===== config.mk =====
export PLATFORM = sky130hd
export DESIGN_NAME = mc_control_unit_flat
export DESIGN_NICKNAME = d
export VERILOG_FILES = /design/src/rtl/mc_control_unit_if.sv /design/src/rtl/mc_control_unit.sv /design/src/flat_wrapper.sv
export SDC_FILE = /design/constraint.sdc
export NUM_CORES = 1
export LEC_CHECK = 0
export CORE_MARGIN = 2
export CORE_UTILIZATION = 33
export DETAILED_ROUTE_END_ITERATION = 10
export PLACE_DENSITY = 0.83
export SYNTH_ARGS = -nofsm -noshare
export SYNTH_HDL_FRONTEND = slang
export SYNTH_SLANG_ARGS = --single-unit

===== constraint.sdc =====
create_clock -name clk -period 1.55 [get_ports clk]
set_clock_uncertainty 0.2 [all_clocks]
set_input_delay 0.31 -clock clk [delete_from_list [all_inputs] [get_ports clk]]
set_output_delay 0.31 -clock clk [all_outputs]
set_load 0.05 [all_outputs]

===== src/rtl/mc_control_unit_if.sv =====
// rtl/mc_control_unit_if.sv - control-unit to datapath signal bundle
// master drives the datapath strobes; slave is the datapath side.
interface mc_control_unit_if;
  logic [6:0] opcode;
  logic [2:0] funct3;
  logic       funct7_5;
  logic       bcond;
  logic       mem_ready;
  logic       ir_write;
  logic       pc_write;
  logic       pc_write_cond;
  logic       reg_write;
  logic       mem_read;
  logic       mem_write;
  logic       iord;
  logic       alu_src_a;
  logic [1:0] alu_src_b;
  logic       pc_source;
  logic [1:0] mem_to_reg;
  logic [2:0] alu_op;
  logic       is_halted;

  modport master (
    input  opcode, funct3, funct7_5, bcond, mem_ready,
    output ir_write, pc_write, pc_write_cond, reg_write, mem_read, mem_write,
           iord, alu_src_a, alu_src_b, pc_source, mem_to_reg, alu_op, is_halted
  );

  modport slave (
    output opcode, funct3, funct7_5, bcond, mem_ready,
    input  ir_write, pc_write, pc_write_cond, reg_write, mem_read, mem_write,
           iord, alu_src_a, alu_src_b, pc_source, mem_to_reg, alu_op, is_halted
  );
endinterface


===== src/rtl/mc_control_unit.sv =====
// rtl/mc_control_unit.sv - multi-cycle RV32I control FSM
// Sequences IF/ID/EX/MEM/WB; strobes are decoded combinationally from the state register.
module mc_control_unit (
  input  logic                clk,
  input  logic                reset_n,
  mc_control_unit_if.master   bus
);
  // ALU op set: funct3 values pass through; SLT/SLTU are not in this ALU, so 010 is
  // the load/store address add and 011 is SUB.
  localparam logic [2:0] FUNCT3_ADD = 3'b000;
  localparam logic [2:0] FUNCT3_LW  = 3'b010;
  localparam logic [2:0] FUNCT3_SW  = 3'b010;
  localparam logic [2:0] FUNCT3_SUB = 3'b011;

  localparam logic [6:0] OP_R      = 7'b0110011;
  localparam logic [6:0] OP_I      = 7'b0010011;
  localparam logic [6:0] OP_LOAD   = 7'b0000011;
  localparam logic [6:0] OP_STORE  = 7'b0100011;
  localparam logic [6:0] OP_BRANCH = 7'b1100011;
  localparam logic [6:0] OP_JAL    = 7'b1101111;
  localparam logic [6:0] OP_JALR   = 7'b1100111;
  localparam logic [6:0] OP_ECALL  = 7'b1110011;

  typedef enum logic [2:0] {
    S_IF   = 3'd0,
    S_ID   = 3'd1,
    S_EX   = 3'd2,
    S_MEM  = 3'd3,
    S_WB   = 3'd4,
    S_HALT = 3'd5
  } state_t;

  state_t state;
  logic   known_op;

  // bcond gates the PC write in the datapath, not here
  logic unused_bcond;
  assign unused_bcond = bus.bcond;

  assign known_op = (bus.opcode == OP_R)      || (bus.opcode == OP_I)     ||
                    (bus.opcode == OP_LOAD)   || (bus.opcode == OP_STORE) ||
                    (bus.opcode == OP_BRANCH) || (bus.opcode == OP_JAL)   ||
                    (bus.opcode == OP_JALR);

  always_ff @(posedge clk or negedge reset_n) begin
    if (!reset_n) begin
      state <= S_IF;
    end else begin
      case (state)
        S_IF:  if (bus.mem_ready) state <= S_ID;
        S_ID: begin
          if (bus.opcode == OP_ECALL) state <= S_HALT;
          else if (known_op)          state <= S_EX;
          else                        state <= S_IF;
        end
        S_EX: begin
          if (bus.opcode == OP_LOAD || bus.opcode == OP_STORE) state <= S_MEM;
          else if (bus.opcode == OP_BRANCH || !known_op)       state <= S_IF;
          else                                                 state <= S_WB;
        end
        S_MEM: begin
          if (bus.mem_ready) state <= (bus.opcode == OP_LOAD) ? S_WB : S_IF;
        end
        S_WB:    state <= S_IF;
        S_HALT:  state <= S_HALT;
        default: state <= S_IF;
      endcase
    end
  end

  always_comb begin
    bus.ir_write      = 1'b0;
    bus.pc_write      = 1'b0;
    bus.pc_write_cond = 1'b0;
    bus.reg_write     = 1'b0;
    bus.mem_read      = 1'b0;
    bus.mem_write     = 1'b0;
    bus.iord          = 1'b0;
    bus.alu_src_a     = 1'b0;
    bus.alu_src_b     = 2'd0;
    bus.pc_source     = 1'b0;
    bus.mem_to_reg    = 2'd0;
    bus.alu_op        = FUNCT3_ADD;
    bus.is_halted     = 1'b0;
    if (reset_n) begin
      case (state)
        S_IF: begin
          bus.mem_read  = 1'b1;
          bus.alu_src_b = 2'd1;
          bus.ir_write  = bus.mem_ready;
          bus.pc_write  = bus.mem_ready;
        end
        S_ID: bus.alu_src_b = 2'd2;
        S_EX: begin
          case (bus.opcode)
            OP_R: begin
              bus.alu_src_a = 1'b1;
              bus.alu_op    = (bus.funct3 == 3'b000 && bus.funct7_5) ? FUNCT3_SUB : bus.funct3;
            end
            OP_I: begin
              bus.alu_src_a = 1'b1;
              bus.alu_src_b = 2'd2;
              bus.alu_op    = bus.funct3;
            end
            OP_LOAD, OP_STORE: begin
              bus.alu_src_a = 1'b1;
              bus.alu_src_b = 2'd2;
              bus.alu_op    = (bus.opcode == OP_LOAD) ? FUNCT3_LW : FUNCT3_SW;
            end
            OP_BRANCH: begin
              bus.alu_src_a     = 1'b1;
              bus.alu_op        = bus.funct3;
              bus.pc_write_cond = 1'b1;
              bus.pc_source     = 1'b1;
            end
            OP_JAL: begin
              bus.pc_write  = 1'b1;
              bus.pc_source = 1'b1;
            end
            OP_JALR: begin
              bus.alu_src_a = 1'b1;
              bus.alu_src_b = 2'd2;
              bus.pc_write  = 1'b1;
            end
            default: ;
          endcase
        end
        S_MEM: begin
          bus.iord      = 1'b1;
          bus.mem_read  = (bus.opcode == OP_LOAD);
          bus.mem_write = (bus.opcode == OP_STORE);
        end
        S_WB: begin
          bus.reg_write = 1'b1;
          if (bus.opcode == OP_LOAD)                             bus.mem_to_reg = 2'd1;
          else if (bus.opcode == OP_JAL || bus.opcode == OP_JALR) bus.mem_to_reg = 2'd2;
        end
        S_HALT:  bus.is_halted = 1'b1;
        default: ;
      endcase
    end
  end
endmodule


===== src/flat_wrapper.sv =====
// flat-port wrapper written by rule: the top's interface ports become plain ports
module mc_control_unit_flat 
  (clk, reset_n, bus_opcode, bus_funct3, bus_funct7_5, bus_bcond, bus_mem_ready, bus_ir_write, bus_pc_write, bus_pc_write_cond, bus_reg_write, bus_mem_read, bus_mem_write, bus_iord, bus_alu_src_a, bus_alu_src_b, bus_pc_source, bus_mem_to_reg, bus_alu_op, bus_is_halted);
  mc_control_unit_if bus_i ();
  input  logic clk;
  input  logic reset_n;
  input wire logic [$bits(bus_i.opcode)-1:0] bus_opcode;
  input wire logic [$bits(bus_i.funct3)-1:0] bus_funct3;
  input wire logic [$bits(bus_i.funct7_5)-1:0] bus_funct7_5;
  input wire logic [$bits(bus_i.bcond)-1:0] bus_bcond;
  input wire logic [$bits(bus_i.mem_ready)-1:0] bus_mem_ready;
  output wire logic [$bits(bus_i.ir_write)-1:0] bus_ir_write;
  output wire logic [$bits(bus_i.pc_write)-1:0] bus_pc_write;
  output wire logic [$bits(bus_i.pc_write_cond)-1:0] bus_pc_write_cond;
  output wire logic [$bits(bus_i.reg_write)-1:0] bus_reg_write;
  output wire logic [$bits(bus_i.mem_read)-1:0] bus_mem_read;
  output wire logic [$bits(bus_i.mem_write)-1:0] bus_mem_write;
  output wire logic [$bits(bus_i.iord)-1:0] bus_iord;
  output wire logic [$bits(bus_i.alu_src_a)-1:0] bus_alu_src_a;
  output wire logic [$bits(bus_i.alu_src_b)-1:0] bus_alu_src_b;
  output wire logic [$bits(bus_i.pc_source)-1:0] bus_pc_source;
  output wire logic [$bits(bus_i.mem_to_reg)-1:0] bus_mem_to_reg;
  output wire logic [$bits(bus_i.alu_op)-1:0] bus_alu_op;
  output wire logic [$bits(bus_i.is_halted)-1:0] bus_is_halted;
  assign bus_i.opcode = bus_opcode;
  assign bus_i.funct3 = bus_funct3;
  assign bus_i.funct7_5 = bus_funct7_5;
  assign bus_i.bcond = bus_bcond;
  assign bus_i.mem_ready = bus_mem_ready;
  assign bus_ir_write = bus_i.ir_write;
  assign bus_pc_write = bus_i.pc_write;
  assign bus_pc_write_cond = bus_i.pc_write_cond;
  assign bus_reg_write = bus_i.reg_write;
  assign bus_mem_read = bus_i.mem_read;
  assign bus_mem_write = bus_i.mem_write;
  assign bus_iord = bus_i.iord;
  assign bus_alu_src_a = bus_i.alu_src_a;
  assign bus_alu_src_b = bus_i.alu_src_b;
  assign bus_pc_source = bus_i.pc_source;
  assign bus_mem_to_reg = bus_i.mem_to_reg;
  assign bus_alu_op = bus_i.alu_op;
  assign bus_is_halted = bus_i.is_halted;
  mc_control_unit u_core (.clk(clk), .reset_n(reset_n), .bus(bus_i));
endmodule

==> results.cfg, run 1 <==
[logic_synthesis]
yosysSeqAreaShare_pct = 13.7
synth_top_family_by_area = simple AND/OR/NAND/NOR gates
yosys_warnings = 0
synth_mux_area_share_pct = 0
synth_area_sq_um = 547
ys.flop_type = dfrtp_1
syn_avg_cell_area_sq_um = 7.49
synthSimpleGateAreaFrac_pct = 56.3
async_flop_share_pct = 100
ys_ff_latch = 3
synth_enable_flop_cells = 0
synth_compound_gate_area_share_pct = 21.5
syn_nets = 88
synthAdderAreaFrac_pct = 0
ys_types = 34
yosys.area_share.xor_xnor_pct = 1.60
syn_inst = 73

[place]
dpl.hpwl_mm = 2.67
port-buffer-count = 30
gp_congestion = 0.788
dpl-instance-area_sq_um = 1430

[cts]
clock_path_buffers = 2
clock-sinks = 3
ctsHoldBuffers = 0
clockRootBuffer = clkbuf_4
cts_htree_levels = 1
cts_resized = 49
numCtsBuffers = 3
post_cts_buffers = 6

[run_status]
status = aborted with a tool error
error = [ERROR DPL-0038] Utilization greater than 100%, impossible to legalize
stop_stage = 4_1_cts

[floorplan]
initial_utilization_pct = 35.9
die_w_microns = 44.7
fp-row-count = 14
ioPinCount = 32
chipHeight_microns = 44.7
==> cells by family after synthesis <==
group / after synthesis
simple gates: 45
xor+xnor: 1
buf+inv: 7
compound gates: 17
flops: 3
==> cells in the mapped netlist (all sizes together) (2+ instances only) <==
master	count	area [sq um]
nor2	9	33.8
nor3	7	46.3
a21oi	5	28.8
nand2b	5	31.3
nand3	5	25.0
buf	4	26.3
dfrtp	3	75.1
inv	3	11.3
nand2	3	11.3
or3	3	18.8
and2	2	12.5
nand4bb	2	55.1
o21ai	2	10.0
o21bai	2	15.0
or2	2	12.5
==> through the flow <==
| stage | worst slack [ns] | setup TNS [ns] | cells | hold slack (ns) |
|---|---|---|---|---|
| detailed placement | -0.956 | -13.19 | 151 | 0.503 |
| global placement | -0.755 | -11.67 | 151 | 0.417 |
| floorplan | -0.480 | -5.10 | 73 | -0.186 |
==> run 2: changes to the inputs <==
--- a/config.mk
+++ b/config.mk
@@ -5,10 +5,10 @@
 export SDC_FILE = /design/constraint.sdc
 export NUM_CORES = 1
 export LEC_CHECK = 0
-export CORE_MARGIN = 2
-export CORE_UTILIZATION = 33
+export CORE_AREA = 2 2 63 65
 export DETAILED_ROUTE_END_ITERATION = 10
-export PLACE_DENSITY = 0.83
+export DIE_AREA = 0 0 65 67
+export PLACE_DENSITY_LB_ADDON = 0.15
 export SYNTH_ARGS = -nofsm -noshare
 export SYNTH_HDL_FRONTEND = slang
 export SYNTH_SLANG_ARGS = --single-unit
==> constraint.sdc (replaced) <==
create_clock -name clk -period 2 [get_ports clk]
set_clock_uncertainty 0.2 [all_clocks]
set_input_delay 0.4 -clock clk [delete_from_list [all_inputs] [get_ports clk]]
set_output_delay 0.4 -clock clk [all_outputs]
set_load 0.05 [all_outputs]
==> run 2 against run 1 <==
Net effect: the flow now finishes, with violations (negative setup slack); area after synthesis unchanged; synthesized cell count unchanged.
==> results.cfg, run 2 <==
[critical_path]
path_cells = buf_6, or3_4, nor3_4, buf_12
worst_path_max_delay_cell = or3_4
path_class = flip-flop to output port
crit_arrival_ns = 1.57
cp_max_fo = 3
cp_num_buf_inv = 2
critPathTopFamily = simple AND/OR/NAND/NOR gates
crit_required_ns = 1.40
endpoint_kind = output port
cpPeakStageDelay_ns = 0.44
start_kind = flip-flop

[logic_synthesis]
yosysMostFrequentCell = nor2_1
synthTopCellsByCount = nor2_1, nor3_1, nand2b_1, nand3_1, a21oi_1
synth_area_leaders = dfrtp_1, nand4bb_4, nor2_1, nand2b_1, nor3_1
synth_area_leader_cell = dfrtp_1
yosys_warnings = 0
yosysSeqAreaShare_pct = 13.7
ys.flop_type = dfrtp_1
synth_top_area_share_pct = 13.7
syn_nets = 88
synth_enable_flop_cells = 0
syn_inst = 73
async_flop_share_pct = 100
syn_avg_cell_area_sq_um = 7.49
ys_types = 34
ys_ff_latch = 3
synth_area_sq_um = 547

[place]
place_inst = 180
gp_congestion = 0.843
dpl.hpwl_mm = 1.75
post-place-ws_ns = -0.523
port-buffer-count = 30

[cells_and_area]
top_register = u_core.state
finish.utilization_pct = 45.4
final_net_count = 161
largest_register_ffs = 3
regArea_sq_um = 76.3
drive_above_1_share_pct = 76.6
multi_input_area_sq_um = 667
mostFrequentLayoutCell = buf_4
nFillCells = 352
final_cells = 193
reg_top3 = u_core.state (3)
mostFrequentLayoutCells = buf_4, buf_12, buf_2, buf_6, nor3_4
syn2layout_area_growth_pct = 199
antenna_cells = 0

[cts]
numCtsBuffers = 3
cts_tree = yes
cts_htree_levels = 1
cts.reportedPaths.clkPinSlew_ns = 0.03
clock_path_buffers = 2
clockRootBuffer = clkbuf_8
clock-sinks = 3
ctsHoldBuffers = 0
insertion_delay_ns = 0.21

[timing]
rsz0062_at_grt = true
layout_setup_ws_ns = -0.174
slew_headroom_pct = 80.8
fin_crit_ns = 2.17
final-max-slew-violation-count = 0
fin_crit_sh_pct = 109
finalHoldViolations = 0
tightestPinTransition_ns = 0.283
fmax_ghz = 0.460
setup_violations = 14

[global_route]
gr-total-overflow = 0
grt_pass1_vias = 845
grt_pass1_wl_mm = 3.75
globalRouteTotalUtil_pct = 11.1
grt_max_degree = 9
antenna_found_initial = 0

[route]
first_pass_iters = 4
ant_nets = 0
drc_errors = 0
route.vias.total = 802
wl_mm = 2.23
vias_per_cell = 4.16
dr.first_iter.drc_count = 16
wl_per_cell_microns = 11.6

[floorplan]
chipHeight_microns = 67
ioPinCount = 32
die_w_microns = 65
fp-row-count = 22
initial_utilization_pct = 15.2
core_area_sq_um = 3610
die-area_sq_um = 4360

[run_status]
failed_checks = negative setup slack
status = complete, but fails checks

[pwr]
p_leak_nw = 0.687
p_per_area_nw_per_um2 = 284
p_total_uw = 465
ir_worst_vdd_mv = 0.124

[worst_hold_path]
min_path_type = input pin to async pin

[run]
cap_violations = 0
-- run 2: cell counts after synthesis --
Identical to the previous run, type by type.
-- run 2: final cells by class --
cell class | instances | share of cell area (%)
well taps | 48 | 3.67
clock buffers | 4 | 2.75
inverters | 3 | 0.842
flip-flops and latches | 3 | 4.67
repair buffers | 72 | 47.3
multi-input cells | 63 | 40.8
-- run 2: path summary, 6_finish.rpt --
check / start / end / slack (ns) / cells after the start
max reg2reg: u_core.state[2] / u_core.state[0] / 0.46 / 5
min reg2reg: u_core.state[2] / u_core.state[1] / 0.62 / 4
max: u_core.state[0] / bus_mem_to_reg[1] / -0.17 / 4
min: reset_n / u_core.state[0] / 0.05 / 2
min in group clk: bus_mem_ready / u_core.state[2] / 0.56 / 4
max in group asynchronous: reset_n / u_core.state[0] / 1.43 / 2
-- run 2: timing repair --
| action | in CTS | in global routing |
|---|---|---|
| setup buffers | 7 | 2 |
| pin swaps | 15 | 9 |
| setup endpoints to repair | 18 | 17 |
| hold endpoints to repair | 0 | 0 |
| gates resized for setup | 65 | 9 |
-- run 2: stage by stage --
stage | hold slack (ns) | setup TNS, ns | area (sq um)
2_1_floorplan | -0.0956 | -0.699 | 699
3_3_place_gp | 0.438 | -7.06 | 1440
3_5_place_dp | 0.451 | -7.36 | 1440
4_1_cts | 0.0521 | -1.58 | 1600
5_1_grt | 0.0642 | -2.32 | 1640
6_report | 0.0537 | -1.54 | 1640
-- run 2: cells by family (layout without fill, tap and decap cells) --
logic type	Yosys count	in the layout	share of synthesized area [%]
flops	3	3	13.7
compound gates	17	17	21.5
simple gates	45	45	56.3
buf+inv	7	79	6.86
xor+xnor	1	1	1.60
-- run 2: worst register-to-register path: cells and delay by family (launching register included) --
family                 cells  cell delay (ns)
and+or+nand+nor            1             0.36
DFF                        1             0.38
AOI/OAI and AO/OA          1             0.10
buffers and inverters      3             0.38
-- run 2: metal layers --
| layer | up-vias | global-route usage, % | wire length (microns) |
|---|---|---|---|
| met5 | - | 0 | 0 |
| met4 | 0 | 3.19 | 0 |
| met3 | 0 | 2.20 | 115 |
| met2 | 21 | 18.9 | 1140 |
| met1 | 366 | 14.1 | 978 |
| li1 | 415 | - | - |
-- run 2: report_power, final --
group          switching (mW)  leakage (nW)  internal [mW]  total (mW)
clock                  0.0359        0.0228          0.136       0.171
combinational           0.111         0.625          0.116       0.227
sequential            0.00245        0.0391         0.0640      0.0665
No activity file was read; power rests on OpenSTA's default activity.
